`config.mk`:
```
export PLATFORM = sky130hd
export DESIGN_NAME = bcd_serial_adder_ctrl
export DESIGN_NICKNAME = d
export VERILOG_FILES = /design/src/rtl/bcd_serial_adder_ctrl.sv
export SDC_FILE = /design/constraint.sdc
export NUM_CORES = 1
export LEC_CHECK = 0
export ABC_AREA = 1
export BUFFER_PORTS_ARGS = -buffer_cell sky130_fd_sc_hd__clkbuf_2
export CAP_MARGIN = 20
export CORE_ASPECT_RATIO = 1.75
export CORE_MARGIN = 5
export CORE_UTILIZATION = 30
export CTS_CLUSTER_SIZE = 8
export DETAILED_ROUTE_END_ITERATION = 6
export PLACE_DENSITY = 0.59
export SYNTH_ARGS = -nofsm -noshare
export SYNTH_HDL_FRONTEND = slang
export SYNTH_SLANG_ARGS = --single-unit
```
`constraint.sdc`:
```
create_clock -name clk -period 3.7 [get_ports clk]
set_input_delay 0.185 -clock clk [delete_from_list [all_inputs] [get_ports clk]]
set_output_delay 0.185 -clock clk [all_outputs]
set_load 0.02 [all_outputs]
```
`src/rtl/bcd_serial_adder_ctrl.sv`:
```
// Digit-serial packed-BCD adder/subtractor controller.
// One decimal-adjusted digit adder is reused across all DIGITS positions,
// least significant digit first, one digit per clock. Subtraction uses the
// nine's complement of B with an initial carry of 1 (ten's complement).
module bcd_serial_adder_ctrl #(
   parameter int DIGITS = 4
) (
   input  logic                  clk,
   input  logic                  rst,
   input  logic                  start,
   input  logic                  sub,
   input  logic [4*DIGITS-1:0]   a,
   input  logic [4*DIGITS-1:0]   b,
   output logic                  busy,
   output logic                  done,
   output logic [4*DIGITS-1:0]   result,
   output logic                  cout,
   output logic                  err
);

   localparam int IDX_W = (DIGITS > 1) ? $clog2(DIGITS) : 1;
   localparam logic [IDX_W-1:0] LAST_IDX = IDX_W'(DIGITS - 1);

   typedef enum logic [1:0] {IDLE, RUN, DONE} state_t;

   state_t                state_reg, state_next;
   logic [IDX_W-1:0]      idx_reg;
   logic                  carry_reg;
   logic                  sub_reg;
   logic [4*DIGITS-1:0]   a_reg, b_reg;
   logic [4*DIGITS-1:0]   work_reg, work_next;

   logic [3:0]            a_dig_arr [DIGITS];
   logic [3:0]            b_dig_arr [DIGITS];
   logic [DIGITS-1:0]     bad_dig;
   logic                  operand_bad;
   logic [3:0]            a_dig, b_dig, bd, digit;
   logic [4:0]            sum;
   logic                  carry_next;
   logic                  last_dig;

   // Per-digit views of the latched operands, validity check of the live
   // operands (checked at the accepting edge), and the working-result slot
   // write for the digit currently being processed.
   for (genvar gi = 0; gi < DIGITS; gi++) begin : g_digit
      assign a_dig_arr[gi] = a_reg[gi*4 +: 4];
      assign b_dig_arr[gi] = b_reg[gi*4 +: 4];
      assign bad_dig[gi]   = (a[gi*4 +: 4] > 4'd9) || (b[gi*4 +: 4] > 4'd9);
      assign work_next[gi*4 +: 4] = (idx_reg == IDX_W'(gi)) ? digit
                                                            : work_reg[gi*4 +: 4];
   end

   assign operand_bad = |bad_dig;
   assign a_dig       = a_dig_arr[idx_reg];
   assign b_dig       = b_dig_arr[idx_reg];
   assign last_dig    = (idx_reg == LAST_IDX);
   assign busy        = (state_reg == RUN);
   assign done        = (state_reg == DONE);

   // Single digit stage: optional nine's complement, 5-bit add, decimal adjust.
   always_comb begin
      bd         = sub_reg ? (4'd9 - b_dig) : b_dig;
      sum        = {1'b0, a_dig} + {1'b0, bd} + {4'b0000, carry_reg};
      digit      = sum[3:0];
      carry_next = 1'b0;
      if (sum > 5'd9) begin
         digit      = 4'(sum - 5'd10);
         carry_next = 1'b1;
      end
   end

   // Next-state logic; DONE accepts a new start exactly like IDLE.
   always_comb begin
      state_next = state_reg;
      case (state_reg)
         IDLE, DONE: begin
            if (start)
               state_next = operand_bad ? DONE : RUN;
            else
               state_next = IDLE;
         end
         RUN: begin
            if (last_dig)
               state_next = DONE;
         end
         default: state_next = IDLE;
      endcase
   end

   // State register.
   always_ff @(posedge clk or posedge rst) begin
      if (rst)
         state_reg <= IDLE;
      else
         state_reg <= state_next;
   end

   // Operand latching, digit sequencing and result publication.
   always_ff @(posedge clk or posedge rst) begin
      if (rst) begin
         a_reg     <= '0;
         b_reg     <= '0;
         sub_reg   <= 1'b0;
         idx_reg   <= '0;
         carry_reg <= 1'b0;
         work_reg  <= '0;
         result    <= '0;
         cout      <= 1'b0;
         err       <= 1'b0;
      end else begin
         case (state_reg)
            IDLE, DONE: begin
               if (start) begin
                  a_reg     <= a;
                  b_reg     <= b;
                  sub_reg   <= sub;
                  idx_reg   <= '0;
                  carry_reg <= sub;
                  work_reg  <= '0;
                  if (operand_bad) begin
                     result <= '0;
                     cout   <= 1'b0;
                     err    <= 1'b1;
                  end
               end
            end
            RUN: begin
               work_reg  <= work_next;
               carry_reg <= carry_next;
               if (last_dig) begin
                  result <= work_next;
                  cout   <= carry_next;
                  err    <= 1'b0;
               end else begin
                  idx_reg <= idx_reg + 1'b1;
               end
            end
            default: ;
         endcase
      end
   end

endmodule

```
==> parameters.txt, run 1 <==
Parameter                              Value

Synth
  Synthesized Nets ... 491
  Post-synthesis cell count ... 443
  Average size of a mapped cell ... 7.71 µm²
  Cell Area, Synth ... 3410 µm²
  Top cell type's share of synthesized area ... 0.498
  Post-synthesis sequential area ratio ... 0.498
  Dominant cells by area after synthesis ... dfrtp_1, nand2_1, ha_1, nor2_1, o21ai_0
  Warnings from Yosys ... 0
  Number of distinct library cells after synthesis ... 28
  #FFs+latches synth ... 68
  Leading area contributor after synthesis ... dfrtp_1

Timing
  Setup-failing EPs final ... 0
  Fmax ... 295 MHz
  Largest clock skew in the final design ... 0.00639 ns
  Least-Margin Pin Slew ... 0.522 ns
  Minimum clock period after layout ... 3.39 ns
  Worst Slack Setup Final ... 0.308 ns
  Post-route fraction of the period consumed by the critical path ... 0.917
  Final Hold Vio Count ... 0
  Worst slew margin relative to its limit ... 0.651
  Number of pins with negative max-slew slack in the final report ... 0

Global routing
  Antenna violations before repair ... 0
  Pin count of the biggest net entering global routing ... 39
  GRT Overall Usage ... 0.143
  Vias in the first global route ... 3,142
  Wire length of the first global-routing pass ... 15,300 µm
  GR Overflow Total ... 0

Power
  Clock share of power ... 0.459
  Part of the power in registers ... 0.355
  Static Leakage ... 2.31 nW
  Peak supply drop ... 293 µV
  Internal Dissipation ... 1.66 mW
  Net switching power of the design ... 0.641 mW
  Relative contribution of combinational cells to total power ... 0.186
  Pwr/cell area ... 543 nW/µm²
  Fraction of power spent switching nets ... 0.279

Drt
  DRC violation count after routing ... 0
  Vias per std cell ... 4.79
  Routed wire length ... 9030 µm
  Post-DR wirelength/cell ... 14.1 µm
  First-pass DRT Iterations ... 4
  Vias post-DR ... 3,059
  Number of nets with antenna violations after detailed routing ... 0
  First-iteration detailed-routing DRC count ... 71

Setup path
  Critical path class ... flop to flop
  Startpoint Class ... flop
  Data required time at the worst endpoint ... 3.93 ns
  WP data arrival ... 3.63 ns
  Crit path capture type ... flop
  CP max FO ... 12

Final layout
  Fraction of final layout cells with drive strength greater than 1 ... 0.190
  Most frequent cells in the layout ... nand2_1, dfrtp_1, clkbuf_2, nor2_1, o21ai_0
  NumNets Final ... 549
  Most common library cell in the layout ignoring fill and taps ... nand2_1
  Number of fill cells in the layout ... 1,178
  Post-route design area ... 4230 µm²
  Count of antenna diodes in the layout ... 0
  Storage element area ... 1700 µm²
  Area used by multi-input combinational logic ... 1530 µm²
  Synth-to-layout area growth ... 23.8%

Die
  Initial standard-cell utilization of the core ... 0.306
  DIE WIDTH ... 90.6 µm
  Die Height ... 151 µm
  Die area ... 13,700 µm²
  Core ar. ... 11,200 µm²
  Floorplan row count ... 51
  Number of top-level pins ... 56

Flow run
  Max-Cap Viols ... 0

Placed design
  Final HPWL from detailed placement ... 6910 µm
  Gpl congestion ... 0.861
  Placed cell areas ... 3830 µm²
  Pre-CTS setup slack ... 0.226 ns
  Count of buffers from port buffering ... 55

CTS
  # clock sinks ... 68
  Clock tree from TritonCTS ... done
  Maximum number of buffers from clock root to sink ... 2
  Source-to-sink clock delay at the later pin of the worst-skew pair ... 0.34 ns
  Root buf cell ... clkbuf_16
  Htree depth ... 3
  CTS Buf Count ... 9
  Clk pin slew, worst setup/hold paths ... 0.06 ns

Hold path
  Min-Delay Path Class ... input pin to flop

Outcome
  Status ... complete, no violations
power by group through the flow:
stage               Combinational, mW  Clock [mW]  Sequential (mW)
finish                          0.427        1.05            0.817
global placement                0.412           0            0.828
global route                    0.492        1.09            0.820
floorplan                       0.318           0            0.817
detailed placement              0.430           0            0.829
CTS                             0.433        1.07            0.816
layout make-up:
type	count	share of cell area
sequential	68	0.402
multi-input combinational	331	0.361
timing repair buffer	65	0.0864
clock buffer	9	0.0533
tap	132	0.0391
clock inverter	7	0.0328
inverter	26	0.0249
final timing paths:
kind / end / startpoint / slack [ns] / cells past startpoint
worst min-delay path: b_reg[8]$_DFFE_PP0P_ / b[8] / 0.04 / 3
min in group asynchronous: a_reg[12]$_DFFE_PP0P_ / rst / 0.35 / 3
worst max-delay path: result[3]$_DFFE_PP0P_ / idx_reg[1]$_DFFE_PP0P_ / 0.31 / 20
max in group asynchronous: work_reg[4]$_DFFE_PP0P_ / rst / 2.57 / 5
worst min register to register: b_reg[14]$_DFFE_PP0P_ / b_reg[14]$_DFFE_PP0P_ / 0.47 / 2
worst max register to register: result[3]$_DFFE_PP0P_ / idx_reg[1]$_DFFE_PP0P_ / 0.31 / 20
Yosys cell counts:
cell,count
o21ai_0,22
a21oi_2,1
a21boi_0,1
nor2_2,1
a21oi_1,12
buf_2,5
ha_1,10
a32o_1,2
nor2_4,2
inv_2,7
buf_6,2
nor2_1,30
a32oi_1,3
nor3_1,1
o22ai_1,2
xnor2_1,2
nand2_1,208
a22o_1,1
o21ai_1,7
clkinv_1,1
fa_1,2
dfrtp_1,68
nand2_2,2
clkbuf_1,11
nand3b_1,1
inv_1,18
o211ai_1,1
nand3_1,20
timing repair:
item | CTS | global route
setup endpoints to repair | 0 | 16
gates resized for setup | 0 | 2
hold endpoints to repair | 15 | 0
hold buffers | 1 | 0
setup buffers | 0 | 2
worst max-delay path: stages (launching register included):
cell and delay [ns]:
dfrtp_1 0.47, clkinvlp_4 0.27, a32oi_1 0.30, inv_1 0.12, ha_1 0.30, nand2_1 0.06, o21ai_0 0.08, ha_1 0.36
inv_2 0.05, nand2_1 0.05, nand2_1 0.10, ha_1 0.23, a21boi_0 0.13, a21oi_1 0.16, nand2_2 0.09, nand2_2 0.09
nand2_1 0.07, nand2_1 0.13, nand2_1 0.09, nand3_1 0.08, nand2_1 0.05
metrics by stage:
step / instances / power, mW / TNS (ns) / hold WS, ns / util
after floorplan: 443 / 1.14 / 0 / 0.302 / -
after global placement: 618 / 1.24 / 0 / 0.394 / 0.341
after detailed placement: 619 / 1.26 / 0 / 0.163 / 0.343
after CTS: 636 / 2.31 / 0 / 0.0362 / 0.377
after global routing: 638 / 2.41 / -0.00126 / 0.0517 / 0.379
final: 638 / 2.30 / 0 / 0.0389 / 0.379
kinds of logic (layout without fill, tap and decap cells):
kind of cell,count (synthesis),in the layout,share of synthesized area
and+or+nand+nor,265,265,0.307
DFF,68,68,0.498
AOI/OAI and AO/OA,52,52,0.0868
buffers and inverters,44,107,0.0546
adders and majority gates,12,12,0.0484
xor gates and xnor gates,2,2,0.00513
routing by layer:
layer	vias to the layer above	track usage	wire, µm
met4	0	0.0760	293
met3	23	0.0328	393
met5	-	0	0
met2	82	0.263	4860
met1	1442	0.149	3480
li1	1512	-	-
Power figures use the tool's default switching activity.
==> inputs of run 2 (changes only) <==
--- a/config.mk
+++ b/config.mk
@@ -11,6 +11,7 @@
 export CORE_ASPECT_RATIO = 1.75
 export CORE_MARGIN = 5
 export CORE_UTILIZATION = 30
+export CTS_BUF_LIST = sky130_fd_sc_hd__clkbuf_8
 export CTS_CLUSTER_SIZE = 8
 export DETAILED_ROUTE_END_ITERATION = 6
 export PLACE_DENSITY = 0.59
==> run 2 against run 1 <==
- critical path type unchanged
- clock skew increased by 0.0024 ns
- combinational power about the same
- sequential cell count did not move
- maximum frequency is 0.29% higher
- sequential power barely moved
- sequential share of layout area rose by 1.1 points
==> parameters.txt, run 2 (synthesis results as in run 1) <==
Parameter                              Value

Timing
  Worst slew margin relative to its limit ... 0.654 (+0.00282)
  Post-route fraction of the period consumed by the critical path ... 0.914 (-0.00261)
  Post-route setup TNS ... 0 ns (unchanged)
  Largest clock skew in the final design ... 0.00884 ns (+0.00244 ns)
  Least-Margin Pin Slew ... 0.518 ns (-0.00422 ns)
  Worst Slack Setup Final ... 0.317 ns (+0.00967 ns)
  Setup-failing EPs final ... 0 (unchanged)
  Minimum clock period after layout ... 3.38 ns (-0.00967 ns)
  Min Hold Slack ... 0.0376 ns (-0.00139 ns)
  Setup repair after global routing missed its margin ... false
  Fmax ... 296 MHz (+0.29%)
  Number of pins with negative max-slew slack in the final report ... 0 (unchanged)
  Final Hold Vio Count ... 0 (unchanged)

Die
  Core ar. ... 11,200 µm² (unchanged)
  Die area ... 13,700 µm² (unchanged)
  Die Height ... 151 µm (unchanged)
  DIE WIDTH ... 90.6 µm (unchanged)
  Initial standard-cell utilization of the core ... 0.306 (unchanged)
  Number of top-level pins ... 56 (unchanged)
  Floorplan row count ... 51 (unchanged)

Setup path
  WP data arrival ... 3.62 ns (about the same)
  Data required time at the worst endpoint ... 3.94 ns (about the same)
  Crit path capture type ... flop
  Startpoint Class ... flop
  CP max FO ... 11 (-1)
  Critical path class ... flop to flop

Drt
  Post-DR wirelength/cell ... 13.9 µm (-1.7%)
  Routed wire length ... 8860 µm (-1.8%)
  Vias per std cell ... 4.72 (-1.6%)
  DRC violation count after routing ... 0 (unchanged)
  First-iteration detailed-routing DRC count ... 82 (+15%)
  Number of nets with antenna violations after detailed routing ... 0 (unchanged)
  Vias post-DR ... 3,005 (-1.8%)
  First-pass DRT Iterations ... 4 (unchanged)

CTS
  Clock tree from TritonCTS ... done
  Htree depth ... 3 (unchanged)
  Source-to-sink clock delay at the later pin of the worst-skew pair ... 0.35 ns (about the same)
  CTS Buf Count ... 9 (unchanged)
  # clock sinks ... 68 (unchanged)
  Clk pin slew, worst setup/hold paths ... 0.07 ns (about the same)
  Root buf cell ... clkbuf_8
  Maximum number of buffers from clock root to sink ... 2 (unchanged)

Final layout
  Post-layout util ... 0.369 (-0.00975)
  Final cell count without fillers ... 637 (-0.16%)
  NumNets Final ... 548 (-0.18%)
  Most common library cell in the layout ignoring fill and taps ... nand2_1
  Fraction of final layout cells with drive strength greater than 1 ... 0.188 (-0.00160)
  Number of fill cells in the layout ... 1,178 (unchanged)
  Storage element area ... 1700 µm² (unchanged)
  Post-route design area ... 4120 µm² (-2.6%)
  Most frequent cells in the layout ... nand2_1, dfrtp_1, clkbuf_2, nor2_1, o21ai_0
  Area used by multi-input combinational logic ... 1530 µm² (unchanged)
  Synth-to-layout area growth ... 20.6%
  Count of antenna diodes in the layout ... 0 (unchanged)

Global routing
  Pin count of the biggest net entering global routing ... 39 (unchanged)
  GR Overflow Total ... 0 (unchanged)
  Antenna violations before repair ... 0 (unchanged)
  GRT Overall Usage ... 0.139 (-0.00369)
  Met3 Usage GRT ... 0.0313 (-0.00149)
  Busiest layer in global routing ... met2
  Met2 track demand over resource ... 0.266 (+0.00328)
  Met1 track demand over resource in global routing ... 0.148 (-0.000678)
  Vias in the first global route ... 3,067 (-2.4%)
  Wire length of the first global-routing pass ... 15,100 µm (-1.1%)

Power
  Peak supply drop ... 214 µV (-27%)
  Static Leakage ... 2.26 nW (-2.2%)
  Pwr/cell area ... 496 nW/µm² (-8.7%)
  PnR Total Power ... 2.04 mW (-11%)

Flow run
  Max-Cap Viols ... 0 (unchanged)

Placed design
  Final HPWL from detailed placement ... 6910 µm (unchanged)
  Gpl congestion ... 0.861 (unchanged)
  Pre-CTS setup slack ... 0.226 ns (unchanged)
  Count of buffers from port buffering ... 55 (unchanged)
  Placed cell areas ... 3830 µm² (unchanged)
  Placed Cells incl. Taps ... 619 (unchanged)

Outcome
  Status ... complete, no violations

Hold path
  Min-Delay Path Class ... input pin to flop
run 2: cell count changes in the layout (fill, tap and decap cells not counted), sizes merged:
cell,change
buf,-1
run 2: worst max-delay path, cell delays in order, from the launching register on:
cell and delay, ns:
dfrtp_1 0.48, clkinvlp_4 0.25, a32oi_1 0.30, inv_1 0.12, ha_1 0.30, nand2_1 0.06, o21ai_0 0.08, ha_1 0.36
inv_2 0.05, nand2_1 0.05, nand2_1 0.10, ha_1 0.22, a21boi_0 0.13, a21oi_1 0.16, nand2_2 0.09, nand2_2 0.09
nand2_1 0.07, nand2_1 0.13, nand2_1 0.10, nand3_1 0.08, nand2_1 0.05
run 2: cell type report:
| cell class | instances | share of cell area |
|---|---|---|
| flip-flops and latches | 68 | 0.413 |
| multi-input cells | 331 | 0.371 |
| repair buffers | 64 | 0.0869 |
| well taps | 132 | 0.0401 |
| clock inverters | 7 | 0.0337 |
| clock buffers | 9 | 0.0301 |
| inverters | 26 | 0.0255 |
run 2: what timing repair did:
action,4_1_cts,5_1_grt
endpoints found under the setup margin,0,15
hold buffers,1,0
hold endpoints to repair,15,0
buffers inserted,0,1
resized for setup,0,2
run 2: final timing paths:
| check | start | to | slack, ns | depth (start not counted) |
|---|---|---|---|---|
| setup reg to reg | idx_reg[1]$_DFFE_PP0P_ | result[3]$_DFFE_PP0P_ | 0.32 | 20 |
| max in group asynchronous | rst | cout$_DFFE_PP0P_ | 2.59 | 5 |
| hold / removal | b[8] | b_reg[8]$_DFFE_PP0P_ | 0.04 | 3 |
| min in group asynchronous | rst | a_reg[10]$_DFFE_PP0P_ | 0.33 | 3 |
| hold reg to reg | a_reg[3]$_DFFE_PP0P_ | a_reg[3]$_DFFE_PP0P_ | 0.48 | 2 |
| setup / recovery | idx_reg[1]$_DFFE_PP0P_ | result[3]$_DFFE_PP0P_ | 0.32 | 20 |
run 2: power breakdown:
part	switching [mW]	total [mW]	internal [mW]
registers	0.0298	0.815	0.785
logic	0.282	0.427	0.145
clock network	0.288	0.802	0.514
run 2: per-layer routing:
| metal | vias up | routed length, µm |
|---|---|---|
| met4 | 0 | 136 |
| li1 | 1512 | - |
| met3 | 9 | 358 |
| met2 | 56 | 4970 |
| met1 | 1428 | 3390 |
| met5 | - | 0 |
